<file path="src/rtl/reset_seq_pkg.sv">
// Shared definitions for the reset sequencer: FSM state encoding and counter sizing.
package reset_seq_pkg;

   typedef enum logic [1:0] {
      HOLD    = 2'd0,
      RELEASE = 2'd1,
      RUN     = 2'd2,
      DRAIN   = 2'd3
   } seq_state_e;

   // One counter serves both the HOLD qualification count and the inter-step delay.
   function automatic int cnt_width(input int hold_cycles, input int stage_delay);
      int m;
      m = (hold_cycles > stage_delay) ? hold_cycles : stage_delay;
      return $clog2(m + 1);
   endfunction

endpackage

</file>
<file path="src/rtl/reset_req_sync.sv">
// Multi-flop bit synchronizer for asynchronous reset-related inputs; clears to 0 on rst_n.
module reset_req_sync
   import reset_seq_pkg::*;
#(
   parameter int SYNC_STAGES = 2
) (
   input  logic clk,
   input  logic rst_n,
   input  logic d,
   output logic q
);

   (* ASYNC_REG = "TRUE" *) logic [SYNC_STAGES-1:0] sync_q;
   logic [SYNC_STAGES-1:0] sync_d;

   always_comb begin
      sync_d = {sync_q[SYNC_STAGES-2:0], d};
   end

   always_ff @(posedge clk or negedge rst_n) begin
      if (!rst_n) begin
         sync_q <= '0;
      end else begin
         sync_q <= sync_d;
      end
   end

   assign q = sync_q[SYNC_STAGES-1];

endmodule

</file>
<file path="src/rtl/reset_sequencer.sv">
// Sequences downstream reset domains: ascending release once locked and quiet, descending drain on request.
// Optional loss-of-lock monitoring and sticky lock_lost output: define RESET_SEQ_LOCK_MONITOR_EN.
module reset_sequencer
   import reset_seq_pkg::*;
#(
   parameter int N_DOMAINS   = 4,
   parameter int HOLD_CYCLES = 16,
   parameter int STAGE_DELAY = 8,
   parameter int SYNC_STAGES = 2
) (
   input  logic                 clk,
   input  logic                 rst_n,
   input  logic                 pll_locked,
   input  logic                 ext_rst_req,
   input  logic                 sw_rst_req,
   output logic [N_DOMAINS-1:0] domain_rst,
   output logic                 seq_done,
   output logic                 busy,
   output logic [1:0]           state
`ifdef RESET_SEQ_LOCK_MONITOR_EN
   ,
   output logic                 lock_lost
`endif
);

   localparam int CNT_W = cnt_width(HOLD_CYCLES, STAGE_DELAY);
   localparam int IDX_W = (N_DOMAINS > 1) ? $clog2(N_DOMAINS) : 1;
   localparam logic [CNT_W-1:0] HOLD_LAST = CNT_W'(HOLD_CYCLES - 1);
   localparam logic [CNT_W-1:0] STAGE_RLD = CNT_W'(STAGE_DELAY - 1);
   localparam logic [IDX_W-1:0] IDX_LAST  = IDX_W'(N_DOMAINS - 1);

   logic lock_s;
   logic ext_s;
   logic qualified;
   logic req;

   seq_state_e             state_q, state_d;
   logic [CNT_W-1:0]       cnt_q, cnt_d;
   logic [IDX_W-1:0]       idx_q, idx_d;
   logic [N_DOMAINS-1:0]   domain_rst_q, domain_rst_d;
   logic                   seq_done_q, seq_done_d;
   logic                   busy_q, busy_d;
   logic [N_DOMAINS-1:0]   step_mask;

   reset_req_sync #(.SYNC_STAGES(SYNC_STAGES)) u_lock_sync (
      .clk   (clk),
      .rst_n (rst_n),
      .d     (pll_locked),
      .q     (lock_s)
   );

   reset_req_sync #(.SYNC_STAGES(SYNC_STAGES)) u_ext_sync (
      .clk   (clk),
      .rst_n (rst_n),
      .d     (ext_rst_req),
      .q     (ext_s)
   );

   assign qualified = lock_s & ~ext_s & ~sw_rst_req;

`ifdef RESET_SEQ_LOCK_MONITOR_EN
   assign req = ext_s | sw_rst_req | ~lock_s;
`else
   assign req = ext_s | sw_rst_req;
`endif

   // One-hot of the domain addressed by the next release/drain step.
   genvar gi;
   for (gi = 0; gi < N_DOMAINS; gi++) begin : g_step_mask
      assign step_mask[gi] = (idx_q == IDX_W'(gi));
   end

   always_ff @(posedge clk or negedge rst_n) begin
      if (!rst_n) begin
         state_q      <= HOLD;
         cnt_q        <= '0;
         idx_q        <= '0;
         domain_rst_q <= '1;
         seq_done_q   <= 1'b0;
         busy_q       <= 1'b1;
      end else begin
         state_q      <= state_d;
         cnt_q        <= cnt_d;
         idx_q        <= idx_d;
         domain_rst_q <= domain_rst_d;
         seq_done_q   <= seq_done_d;
         busy_q       <= busy_d;
      end
   end

   // The first release step and the first drain step happen on the edge that
   // enters RELEASE/DRAIN; idx then points at the next domain to touch. With a
   // single domain that one step is the whole sequence, so the FSM moves
   // straight to RUN/HOLD on that edge.
   always_comb begin
      state_d      = state_q;
      cnt_d        = cnt_q;
      idx_d        = idx_q;
      domain_rst_d = domain_rst_q;
      case (state_q)
         HOLD: begin
            domain_rst_d = '1;
            if (!qualified) begin
               cnt_d = '0;
            end else if (cnt_q == HOLD_LAST) begin
               domain_rst_d[0] = 1'b0;
               cnt_d           = STAGE_RLD;
               idx_d           = (N_DOMAINS == 1) ? '0 : IDX_W'(1);
               state_d         = (N_DOMAINS == 1) ? RUN : RELEASE;
            end else begin
               cnt_d = cnt_q + 1'b1;
            end
         end
         RELEASE: begin
            if (req) begin
               domain_rst_d = '1;
               cnt_d        = '0;
               idx_d        = '0;
               state_d      = HOLD;
            end else if (cnt_q == '0) begin
               domain_rst_d = domain_rst_q & ~step_mask;
               cnt_d        = STAGE_RLD;
               if (idx_q == IDX_LAST) begin
                  idx_d   = '0;
                  state_d = RUN;
               end else begin
                  idx_d = idx_q + 1'b1;
               end
            end else begin
               cnt_d = cnt_q - 1'b1;
            end
         end
         RUN: begin
            domain_rst_d = '0;
            if (req) begin
               domain_rst_d[N_DOMAINS-1] = 1'b1;
               if (N_DOMAINS == 1) begin
                  cnt_d   = '0;
                  idx_d   = '0;
                  state_d = HOLD;
               end else begin
                  cnt_d   = STAGE_RLD;
                  idx_d   = IDX_W'(N_DOMAINS - 2);
                  state_d = DRAIN;
               end
            end
         end
         DRAIN: begin
            // Requests are deliberately ignored here: the drain always completes.
            if (cnt_q == '0) begin
               domain_rst_d = domain_rst_q | step_mask;
               if (idx_q == '0) begin
                  cnt_d   = '0;
                  state_d = HOLD;
               end else begin
                  cnt_d = STAGE_RLD;
                  idx_d = idx_q - 1'b1;
               end
            end else begin
               cnt_d = cnt_q - 1'b1;
            end
         end
         default: begin
            domain_rst_d = '1;
            cnt_d        = '0;
            idx_d        = '0;
            state_d      = HOLD;
         end
      endcase
   end

   always_comb begin
      seq_done_d = (state_d == RUN);
      busy_d     = (state_d != RUN);
   end

`ifdef RESET_SEQ_LOCK_MONITOR_EN
   logic lock_lost_q, lock_lost_d;

   always_comb begin
      lock_lost_d = lock_lost_q | (~lock_s & ((state_q == RELEASE) | (state_q == RUN)));
   end

   always_ff @(posedge clk or negedge rst_n) begin
      if (!rst_n) begin
         lock_lost_q <= 1'b0;
      end else begin
         lock_lost_q <= lock_lost_d;
      end
   end

   assign lock_lost = lock_lost_q;
`endif

   assign domain_rst = domain_rst_q;
   assign seq_done   = seq_done_q;
   assign busy       = busy_q;
   assign state      = state_q;

endmodule

</file>
<file path="config.mk">
export PLATFORM = sky130hd
export DESIGN_NAME = reset_sequencer
export DESIGN_NICKNAME = d
export VERILOG_FILES = /design/src/rtl/reset_seq_pkg.sv /design/src/rtl/reset_req_sync.sv /design/src/rtl/reset_sequencer.sv
export SDC_FILE = /design/constraint.sdc
export NUM_CORES = 1
export LEC_CHECK = 0
export CAP_MARGIN = 20
export CORE_ASPECT_RATIO = 0.75
export CORE_MARGIN = 4
export CORE_UTILIZATION = 40
export CTS_BUF_LIST = sky130_fd_sc_hd__clkbuf_4 sky130_fd_sc_hd__clkbuf_8 sky130_fd_sc_hd__clkbuf_16
export DETAILED_ROUTE_END_ITERATION = 10
export PLACE_DENSITY = 0.57
export SLEW_MARGIN = 30
export SYNTH_ARGS = -nofsm -noshare
export SYNTH_HDL_FRONTEND = slang
export SYNTH_SLANG_ARGS = --single-unit
</file>
<file path="constraint.sdc">
create_clock -name clk -period 2.05 [get_ports clk]
set_input_delay 0.3075 -clock clk [delete_from_list [all_inputs] [get_ports clk]]
set_output_delay 0.3075 -clock clk [all_outputs]
set_load 0.01 [all_outputs]
</file>
Yosys cells after proc, flatten, opt, wreduce, memory -nomap -nowiden. Index checks and enable logic that the tools add are counted. W data, S select, Z words.

Word-level logic and storage cells: 73. Register bits after elaboration: 19. Input port bits: 5. Output and inout bits: 8.

Bitwise operators: 8. Equality and inequality tests: 15. Multiplexer cells: 33. Reduce and logical (&&, ||, !) cells: 5. Add/sub/neg operators: 4.

Operators by type and width (count): $mux W2 (16); $mux W5 (6); $pmux W5 S4 (1); $pmux W2 S4 (2); $pmux W4 S4 (1); $mux W4 (3); $ne A2 B2 Y1 const B (6); $eq A2 B2 Y1 const B (5); $reduce_and A6 Y1 (1); $add A5 B1 Y5 const B (1); $eq A5 B4 Y1 const B (1); $logic_not A5 Y1 (1); $sub A5 B1 Y5 const B (1); $and A4 B4 Y4 (1); $eq A2 B1 Y1 const B (2); $logic_not A2 Y1 (2); $not A4 Y4 (1); $or A4 B4 Y4 (1); $mux W1 (3); $mux W3 (1); $ne A3 B3 Y1 const B (1); $add A2 B1 Y2 const B (1); $and A1 B1 Y1 (2); $not A1 Y1 (2); other kinds (3) (3).

Longest topological paths before layout. Gate-level depths: netlist of run 1.

Depth in word-level cells: 6. Gate-level depth with buffers: 6. Gate-level depth less buffers: 6.

Cells and area by module. From an unflattened synthesis of run 1, not the netlist that was laid out.

Cells, all modules: 133. Area, all modules: 1268.7 um^2.

Modules (own cells, without submodules): reset_sequencer (times used 1, cells an instance 129, area each 1168.6 um^2); reset_req_sync (times used 2, cells an instance 2, area each 50.0 um^2).

Worst setup path after synthesis of run 1. OpenSTA, ideal clock, no wires.

Path type: reg2reg. Start point: register cnt_q[0]. End point: register idx_q[1]. Buffers on the path: 0. Required time: 1.925 ns. Data arrival time: 1.739 ns. Cell stages (with the launch flop): 7. Setup slack: 0.186 ns. Library setup time: 0.125 ns. Path through: dfrtp_1 inv_1 ha_1 or4b_4 o21ai_2 o211ai_2 mux2_4.

Cells in the longest elaborated chain, start to end: 3. Elaborated cells on any way between the ends: 6. Those cells by class: eq/ne (4); reduce/logical (2).

RTL lines: start: declaration (RTL line reset_sequencer.sv:38) `logic [CNT_W-1:0] cnt_q, cnt_d;`; start signal: assignment (RTL line reset_sequencer.sv:83) `cnt_q <= cnt_d;`; $eq A5 B4 Y1 or $logic_not A5 Y1 (tied branches) (RTL line reset_sequencer.sv:105, reset_sequencer.sv:120, reset_sequencer.sv:150); $ne A2 B2 Y1 (no line) or $ne A3 B3 Y1 (tied branches); $reduce_and A6 Y1 (no line) (*); end signal: assignment (RTL line reset_sequencer.sv:84) `idx_q <= idx_d;`; end: declaration (RTL line reset_sequencer.sv:39) `logic [IDX_W-1:0] idx_q, idx_d;`.

Every way passes the cells marked *; elsewhere a longest branch is shown, timed or not. A chain may end at the register's enable or synchronous reset.

Worst setup path after layout of run 1.
Start point: register cnt_q[1]. End point: register idx_q[1].

Same word-level chain as after synthesis.

==> flow_metrics.tcl, run 1 <==
set metrics [dict create \
    period_share 0.942 \
    insertion_delay_ns 0.26 \
    syn_area_um2 1270 \
    wl_per_cell_um 16.4 \
    cts_buffer_depth 2 \
    mostFrequentLayoutCells "dfrtp_1, clkdlybuf4s50_1, buf_4, o21ai_0" \
    hold_buffers 0 \
    required_ns 2.20 \
    cts.clk_slew.worst_paths_ns 0.08 \
    synthDistinctLibCells 52 \
    tightest_slew_ns 0.456 \
    hold_ws_ns 0.352 \
    antenna_left 0 \
    worst_ir_drop_vdd_uv 272 \
    rsz0062_at_grt "no" \
    fp.dieH_um 56.9 \
    drtIter0Drc 70 \
    synth_seq_cells 19 \
    drc 0 \
    fin_tns_setup_ns 0 \
    cts_buffers 3 \
    viasPerCell 5.84 \
    die_width_um 73.2 \
    track_usage 0.162 \
    avgSynthCellArea_um2 9.66 \
    min-delay-start "u_lock_sync.sync_q[0]" \
    gr-total-overflow 0 \
    power_uw 712 \
    synthFlopType "dfrtp_1" \
    final_common_cell "dfrtp_1" \
    synthArstFlopShare 1.00 \
    r2r_cells 6 \
    finalCriticalPeriod_ns 1.93 \
    grt_start_max_net_pins 20 \
    setup_viol 0 \
    holdPathEnd "u_lock_sync.sync_q[1]" \
    drv_cap 0 \
    synth_edf_count 0 \
    firstDrtPassIters 6 \
    cp-end-kind "register" \
    cp_max_fo 5 \
    critPathLaunchType "register" \
    final_nets 163 \
    fmax_mhz 518 \
    root_buffer "clkbuf_8" \
    yosysWarnings 0 \
    grt_pass1_vias 1066 \
    layout-drive-gt1-share 0.212 \
    syn_inst 132 \
    hold_viol 0 \
    gp_congestion 0.862 \
    powerDensity_nw_per_um2 469 \
    slew_headroom 0.696 \
    die_area_um2 4160 \
    whs_path_depth 0 \
    skew_ns 0.00365 \
    pre_cts_ws_ns 0.0818 \
    finalWorstSetupSlack_ns 0.118 \
    worstSetupPathType "reg2reg" \
    dp_hpwl_um 2330 \
    p_leak_uw 0.000627 \
    arrival_ns 2.08 \
    rows 17 \
    initial_core_util 0.425 \
    crit_start "cnt_q[1]" \
    routed_wl_um 3100 \
    h-tree-depth 1 \
    status "complete, no violations" \
    antenna_found_initial 0 \
    r2r-end "idx_q[1]" \
    cts_tree "done" \
    core_um2 3000 \
    diodes 0 \
    cts.sinks 19 \
    area_growth_syn_to_layout_pct 19.1 \
    rrSetupSlack_ns 0.12 \
    ys_seq_area_frac 0.378 \
    syn_nets 143 \
    vias 1103 \
    hp-class "reg2reg" \
    r2r_start "cnt_q[1]" \
    grt_pass1_wl_um 5240 \
    ios 13 \
    io_buffer_count 12 \
    maxSlewViolCount 0 \
]
==> routing by layer <==
| layer | track usage | part of all wire |
|---|---|---|
| met1 | 0.243 | 0.48 |
| met2 | 0.231 | 0.45 |
| met3 | 0.0411 | 0.068 |
| met4 | 0.0289 | 0.0061 |
| met5 | 0 | 0 |
==> critical path: stages, from the launching register on <==
cell and delay (ns):
dfrtp_1 0.42, inv_1 0.07, ha_2 0.21, or4b_4 0.52, a21oi_4 0.17, o211ai_2 0.11
mux2_4 0.30
==> timing repair <==
action | CTS | global route
buffers inserted | 0 | 0
gates resized for setup | 0 | 1
endpoints found under the setup margin | 0 | 1
==> sequential cells by signal (all words and copies together), names as in the netlist <==
signal              cells
cnt_q                   5
u_ext_sync.sync_q       2
seq_done                1
busy                    1
domain_rst              4
state                   2
u_lock_sync.sync_q      2
idx_q                   2
==> area by class of cell <==
class | count | area, um2
clock inverter | 1 | 7.51
sequential | 19 | 482
clock buffer | 3 | 41.3
timing repair buffer | 23 | 203
inverter | 9 | 33.8
tap | 38 | 47.5
fill | 274 | 1480
multi-input combinational | 96 | 704
==> synth_stat cells (all sizes together), types with 2 or more instances <==
cell type	instances	area [um2]
a211oi	2	15.0
or4b	2	23.8
and2	2	12.5
inv	9	33.8
mux2	2	26.3
a31oi	4	25.0
o211ai	5	47.5
ha	6	75.1
nor2b	2	12.5
a21oi	9	56.3
clkbuf	7	46.3
nor2	7	28.8
a21boi	3	22.5
a32oi	2	17.5
dfrtp	14	350
nand3	4	20.0
o221ai	2	17.5
o21ai	13	68.8
dfstp	5	131
nand2	9	33.8
==> where the power goes <==
group / internal (uW) / switching [uW]
registers: 380 / 3.61
logic: 24.9 / 31.0
clock network: 137 / 136
==> how the worst max path moves through the flow <==
stage | endpoint | slack, ns | cells after the start
2_1_floorplan | idx_q[1] | 0.19 | 6
4_1_cts | idx_q[1] | 0.07 | 6
6_report | idx_q[1] | 0.12 | 6
3_3_place_gp | idx_q[1] | 0.09 | 5
5_1_grt | idx_q[1] | 0.01 | 6
3_5_place_dp | idx_q[1] | 0.08 | 5
==> per-stage QoR <==
stage                     cell area (um2)  std cells   util
after floorplan                      1270        132      -
after global placement               1470        185  0.489
after detailed placement             1470        185  0.489
after CTS                            1520        189  0.506
after global routing                 1520        189  0.506
final                                1520        189  0.506
==> kinds of logic (layout without fill, tap and decap cells) <==
kind of cell             after synthesis  count (layout)  synth area share
adder cells (fa/ha/maj)                6               6            0.0589
flip-flops                            19              19             0.378
AO/OA/AOI/OAI                         51              51             0.288
AND/OR/NAND/NOR                       36              36             0.177
multiplexers                           2               2            0.0206
buffers and inverters                 17              36            0.0716
XOR/XNOR                               1               1           0.00687
No activity file was read; power rests on OpenSTA's default activity.
==> run 2: changes to the inputs <==
--- a/config.mk
+++ b/config.mk
@@ -6,12 +6,14 @@
 export NUM_CORES = 1
 export LEC_CHECK = 0
 export CAP_MARGIN = 20
+export CELL_PAD_IN_SITES_DETAIL_PLACEMENT = 1
+export CELL_PAD_IN_SITES_GLOBAL_PLACEMENT = 2
 export CORE_ASPECT_RATIO = 0.75
 export CORE_MARGIN = 4
-export CORE_UTILIZATION = 40
+export CORE_UTILIZATION = 35
 export CTS_BUF_LIST = sky130_fd_sc_hd__clkbuf_4 sky130_fd_sc_hd__clkbuf_8 sky130_fd_sc_hd__clkbuf_16
 export DETAILED_ROUTE_END_ITERATION = 10
-export PLACE_DENSITY = 0.57
+export PLACE_DENSITY = 0.74
 export SLEW_MARGIN = 30
 export SYNTH_ARGS = -nofsm -noshare
 export SYNTH_HDL_FRONTEND = slang
==> run 2 against run 1 <==
Against the previous run: critical endpoint unchanged; fmax increased by 3.5%; largest cell class unchanged; via count increased by 3.8%; power increased by 3.2%; die area increased by 12%; routed wire length increased by 23%.
==> flow_metrics.tcl, run 2 (same netlist as run 1, synthesis figures left out) <==
set metrics [dict create \
    critPathMaxStageDelay_ns 0.54 \
    skew_ns 0.00344 \
    routed_wl_um 3810 \
    final_common_cell "buf_4" \
    die_width_um 77.7 \
    hp-class "reg2reg" \
    stdcell_area_um2 1580 \
    cts_buffer_depth 2 \
    rows 18 \
    period_share 0.911 \
    critPathLaunchType "register" \
    cp-end-kind "register" \
    gr-total-overflow 0 \
    status "complete, no violations" \
    cp_max_fo 5 \
    h-tree-depth 1 \
    drc 0 \
    layout-drive-gt1-share 0.241 \
    firstDrtPassIters 4 \
    vias 1145 \
    gp_congestion 0.846 \
    top_register "cnt_q" \
    worst_ir_drop_vdd_uv 428 \
    cts.clk_slew.worst_paths_ns 0.08 \
    insertion_delay_ns 0.26 \
    cts_buffers 3 \
    powerDensity_nw_per_um2 464 \
    largest_reg_flops 5 \
    cp_cell_sequence "inv_1 > ha_1 > or4b_4 > o21ai_2 > o211ai_2 > mux2_4" \
    worstSetupPathType "reg2reg" \
    cts.sinks 19 \
    tightest_slew_ns 0.440 \
    hold_viol 0 \
    final_util 0.466 \
    p_leak_uw 0.000666 \
    slew_headroom 0.707 \
    wl_per_cell_um 18.3 \
    fmax_mhz 536 \
    die_area_um2 4680 \
    slowest_stage "or4b_4" \
    final_nets 170 \
    placed_cell_area_um2 1540 \
    ios 13 \
    rsz0062_at_grt "no" \
    track_usage 0.177 \
    required_ns 2.20 \
    power_uw 735 \
    fp.dieH_um 60.3 \
    viasPerCell 5.50 \
    maxSlewViolCount 0 \
    io_buffer_count 12 \
    dp_hpwl_um 2840 \
    cts_tree "done" \
    postCtsSetupRepairBufs 0 \
    drtIter0Drc 85 \
    n_fill_cell 398 \
    hold_buffers 0 \
    mostFrequentLayoutCells "buf_4, dfrtp_1, clkdlybuf4s50_1, o21ai_0" \
    diodes 0 \
    antenna_left 0 \
    drv_cap 0 \
    hold_ws_ns 0.351 \
    area_growth_syn_to_layout_pct 24.2 \
    antenna_found_initial 0 \
    cts_resized 0 \
    initial_core_util 0.375 \
    core_um2 3400 \
    grt_pass1_wl_um 6330 \
    fin_tns_setup_ns 0 \
    rrSetupSlack_ns 0.18 \
    grt_pass1_vias 1183 \
    whs_path_depth 0 \
    arrival_ns 2.02 \
    r2r_cells 6 \
    root_buffer "clkbuf_8" \
    grt_start_max_net_pins 20 \
    finalCriticalPeriod_ns 1.87 \
    setup_viol 0 \
]
run 2: changes by cell type in the layout (fill, tap and decap cells not counted):
cell and delta:
ha_1 +1, ha_2 -1, clkbuf_4 +1, clkinvlp_4 -1, buf_4 +7
run 2: path summary, 6_finish.rpt:
path,start,to
max in group asynchronous,rst_n,domain_rst[1]
min in group asynchronous,rst_n,cnt_q[3]
worst max register to register,cnt_q[0],idx_q[1]
worst min register to register,u_lock_sync.sync_q[0],u_lock_sync.sync_q[1]
worst max-delay path,cnt_q[0],idx_q[1]
worst min-delay path,u_lock_sync.sync_q[0],u_lock_sync.sync_q[1]
run 2: where the power goes:
part | total, uW | leakage (uW) | switching [uW] | internal [uW]
combinational | 62.2 | 0.000401 | 34.2 | 28.0
sequential | 384 | 0.000238 | 3.78 | 380
clock | 289 | 0.0000262 | 138 | 152
total | 735 | 0.000666 | 176 | 560
run 2: worst max-delay path: cells and delay by family, from the launching register on:
family / cells / cell delay, ns
adders and majority gates: 1 / 0.16
AOI/OAI and AO/OA: 2 / 0.30
buffers and inverters: 1 / 0.07
and+or+nand+nor: 1 / 0.54
DFF: 1 / 0.38
muxes: 1 / 0.30
run 2: metal layers:
layer	GRT usage	share of wire
met1	0.253	0.48
met2	0.282	0.46
met3	0.0377	0.054
met4	0.0228	0.0021
met5	0	0
run 2: final cells by class:
class	instances	area (um2)	area share
Clock buffer	4	48.8	0.0308
Inverter	9	33.8	0.0213
Multi-Input combinational cell	96	702	0.443
Sequential cell	19	482	0.304
Tap cell	50	62.6	0.0395
Timing Repair Buffer	30	255	0.161
run 2: metrics by stage:
step                worst slack, ns  instances
floorplan                     0.186        132
global placement              0.131        204
detailed placement           0.0885        204
CTS                           0.183        208
global route                 0.0898        208
finish                        0.183        208
==> run 3: changes to the inputs <==
--- a/config.mk
+++ b/config.mk
@@ -8,7 +8,7 @@
 export CAP_MARGIN = 20
 export CELL_PAD_IN_SITES_DETAIL_PLACEMENT = 1
 export CELL_PAD_IN_SITES_GLOBAL_PLACEMENT = 2
-export CORE_ASPECT_RATIO = 0.75
+export CORE_ASPECT_RATIO = 0.8
 export CORE_MARGIN = 4
 export CORE_UTILIZATION = 35
 export CTS_BUF_LIST = sky130_fd_sc_hd__clkbuf_4 sky130_fd_sc_hd__clkbuf_8 sky130_fd_sc_hd__clkbuf_16
==> run 3 against run 2 <==
Against the previous run: cell area fell by 1.6%; fmax fell by 3.3%; clock skew rose by 0.0051 ns; routed wire length fell by 1.9%; power fell by 0.45%; worst setup slack got worse by 0.064 ns; flip-flop and latch count did not move; global-route usage rose by 0.26 points; critical path type unchanged; largest power group unchanged.
==> flow_metrics.tcl, run 3 (same netlist as run 1, synthesis figures left out) <==
set metrics [dict create \
    min-delay-start "u_lock_sync.sync_q[0]" \
    cts.clk_slew.worst_paths_ns 0.08 \
    antenna_left 0 \
    dp_hpwl_um 2610 \
    final_common_cell "buf_4" \
    skew_ns 0.00859 \
    largest_reg_flops 5 \
    gp_congestion 0.820 \
    worstSetupPathType "reg2reg" \
    routed_wl_um 3730 \
    n_fill_cell 403 \
    hp-class "reg2reg" \
    die_width_um 75.5 \
    status "complete, no violations" \
    diodes 0 \
    antenna_found_initial 0 \
    drtIter0Drc 58 \
    required_ns 2.20 \
    dp_cells 192 \
    regArea_um2 482 \
    critPathLaunchType "register" \
    h-tree-depth 1 \
    rsz0062_at_grt "no" \
    pre_cts_ws_ns 0.0535 \
    finalWorstSetupSlack_ns 0.119 \
    final_util 0.449 \
    multi_input_area_um2 709 \
    final_nets 167 \
    hold_ws_ns 0.353 \
    insertion_delay_ns 0.26 \
    maxSlewViolCount 0 \
    die_area_um2 4680 \
    viasPerCell 5.78 \
    vias 1139 \
    io_buffer_count 12 \
    whs_path_depth 0 \
    fp.dieH_um 62.0 \
    cts_tree "done" \
    tightest_slew_ns 0.580 \
    cts_buffers 3 \
    rrSetupSlack_ns 0.12 \
    crit_start "cnt_q[1]" \
    hold_viol 0 \
    fmax_mhz 518 \
    setup_viol 0 \
    top_register "cnt_q" \
    cts_buffer_depth 2 \
    track_usage 0.179 \
    layout-drive-gt1-share 0.226 \
    slew_headroom 0.613 \
    initial_core_util 0.367 \
    mostFrequentLayoutCells "buf_4, dfrtp_1, clkdlybuf4s50_1, o21ai_0" \
    powerDensity_nw_per_um2 470 \
    root_buffer "clkbuf_8" \
    finalCriticalPeriod_ns 1.93 \
    r2r-end "idx_q[1]" \
    grt_start_max_net_pins 20 \
    r2r_cells 6 \
    arrival_ns 2.09 \
    holdPathEnd "u_lock_sync.sync_q[1]" \
    core_um2 3470 \
    area_growth_syn_to_layout_pct 22.3 \
    grt_pass1_wl_um 6180 \
    cp_max_fo 5 \
    gr-total-overflow 0 \
    grt_pass1_vias 1174 \
    drc 0 \
    r2r_start "cnt_q[1]" \
    p_leak_uw 0.000652 \
    ios 13 \
    period_share 0.942 \
    rows 19 \
    firstDrtPassIters 4 \
    wl_per_cell_um 19.0 \
    worst_ir_drop_vdd_uv 260 \
    cp-end-kind "register" \
    cts.sinks 19 \
    final_cells 197 \
    fin_tns_setup_ns 0 \
    drv_cap 0 \
]
## run 3: layer usage
metal,up-vias,track usage,part of all wire
li1,537,-,-
met1,572,0.259,0.52
met2,26,0.269,0.43
met3,4,0.0402,0.037
met4,0,0.0499,0.0094
met5,-,0,0
## run 3: critical path: stages (launching register included)
cell and delay, ns:
dfrtp_1 0.43, inv_1 0.07, ha_1 0.17, or4b_4 0.54
a21oi_4 0.18, o211ai_2 0.12, mux2_4 0.31
## run 3: how the worst max path moves through the flow
stage	to	slack, ns	cells after the start
after detailed placement	idx_q[1]	0.05	5
after floorplan	idx_q[1]	0.19	6
after global routing	idx_q[1]	0.005	6
after global placement	idx_q[1]	0.09	5
final	idx_q[1]	0.12	6
after CTS	idx_q[1]	0.11	6
## run 3: stage by stage
| step | area [um2] | total power, uW |
|---|---|---|
| floorplan | 1270 | 417 |
| global placement | 1500 | 449 |
| detailed placement | 1500 | 451 |
| CTS | 1540 | 744 |
| global route | 1560 | 762 |
| finish | 1560 | 732 |
## run 3: what timing repair did
| action | CTS | global route |
|---|---|---|
| setup buffers | 0 | 1 |
| resized for setup | 0 | 1 |
| endpoints found under the setup margin | 0 | 2 |
| hold buffers | 0 | 0 |
## run 3: layout make-up
cell class                      count  share of cell area
Multi-Input combinational cell     96               0.455
Timing Repair Buffer               27               0.149
Tap cell                           42              0.0337
Clock buffer                        4              0.0313
Inverter                            9              0.0217
Sequential cell                    19               0.309
## run 3: power breakdown
part,switching (uW),internal [uW]
sequential,3.59,380
clock,134,152
combinational,34.6,27.9
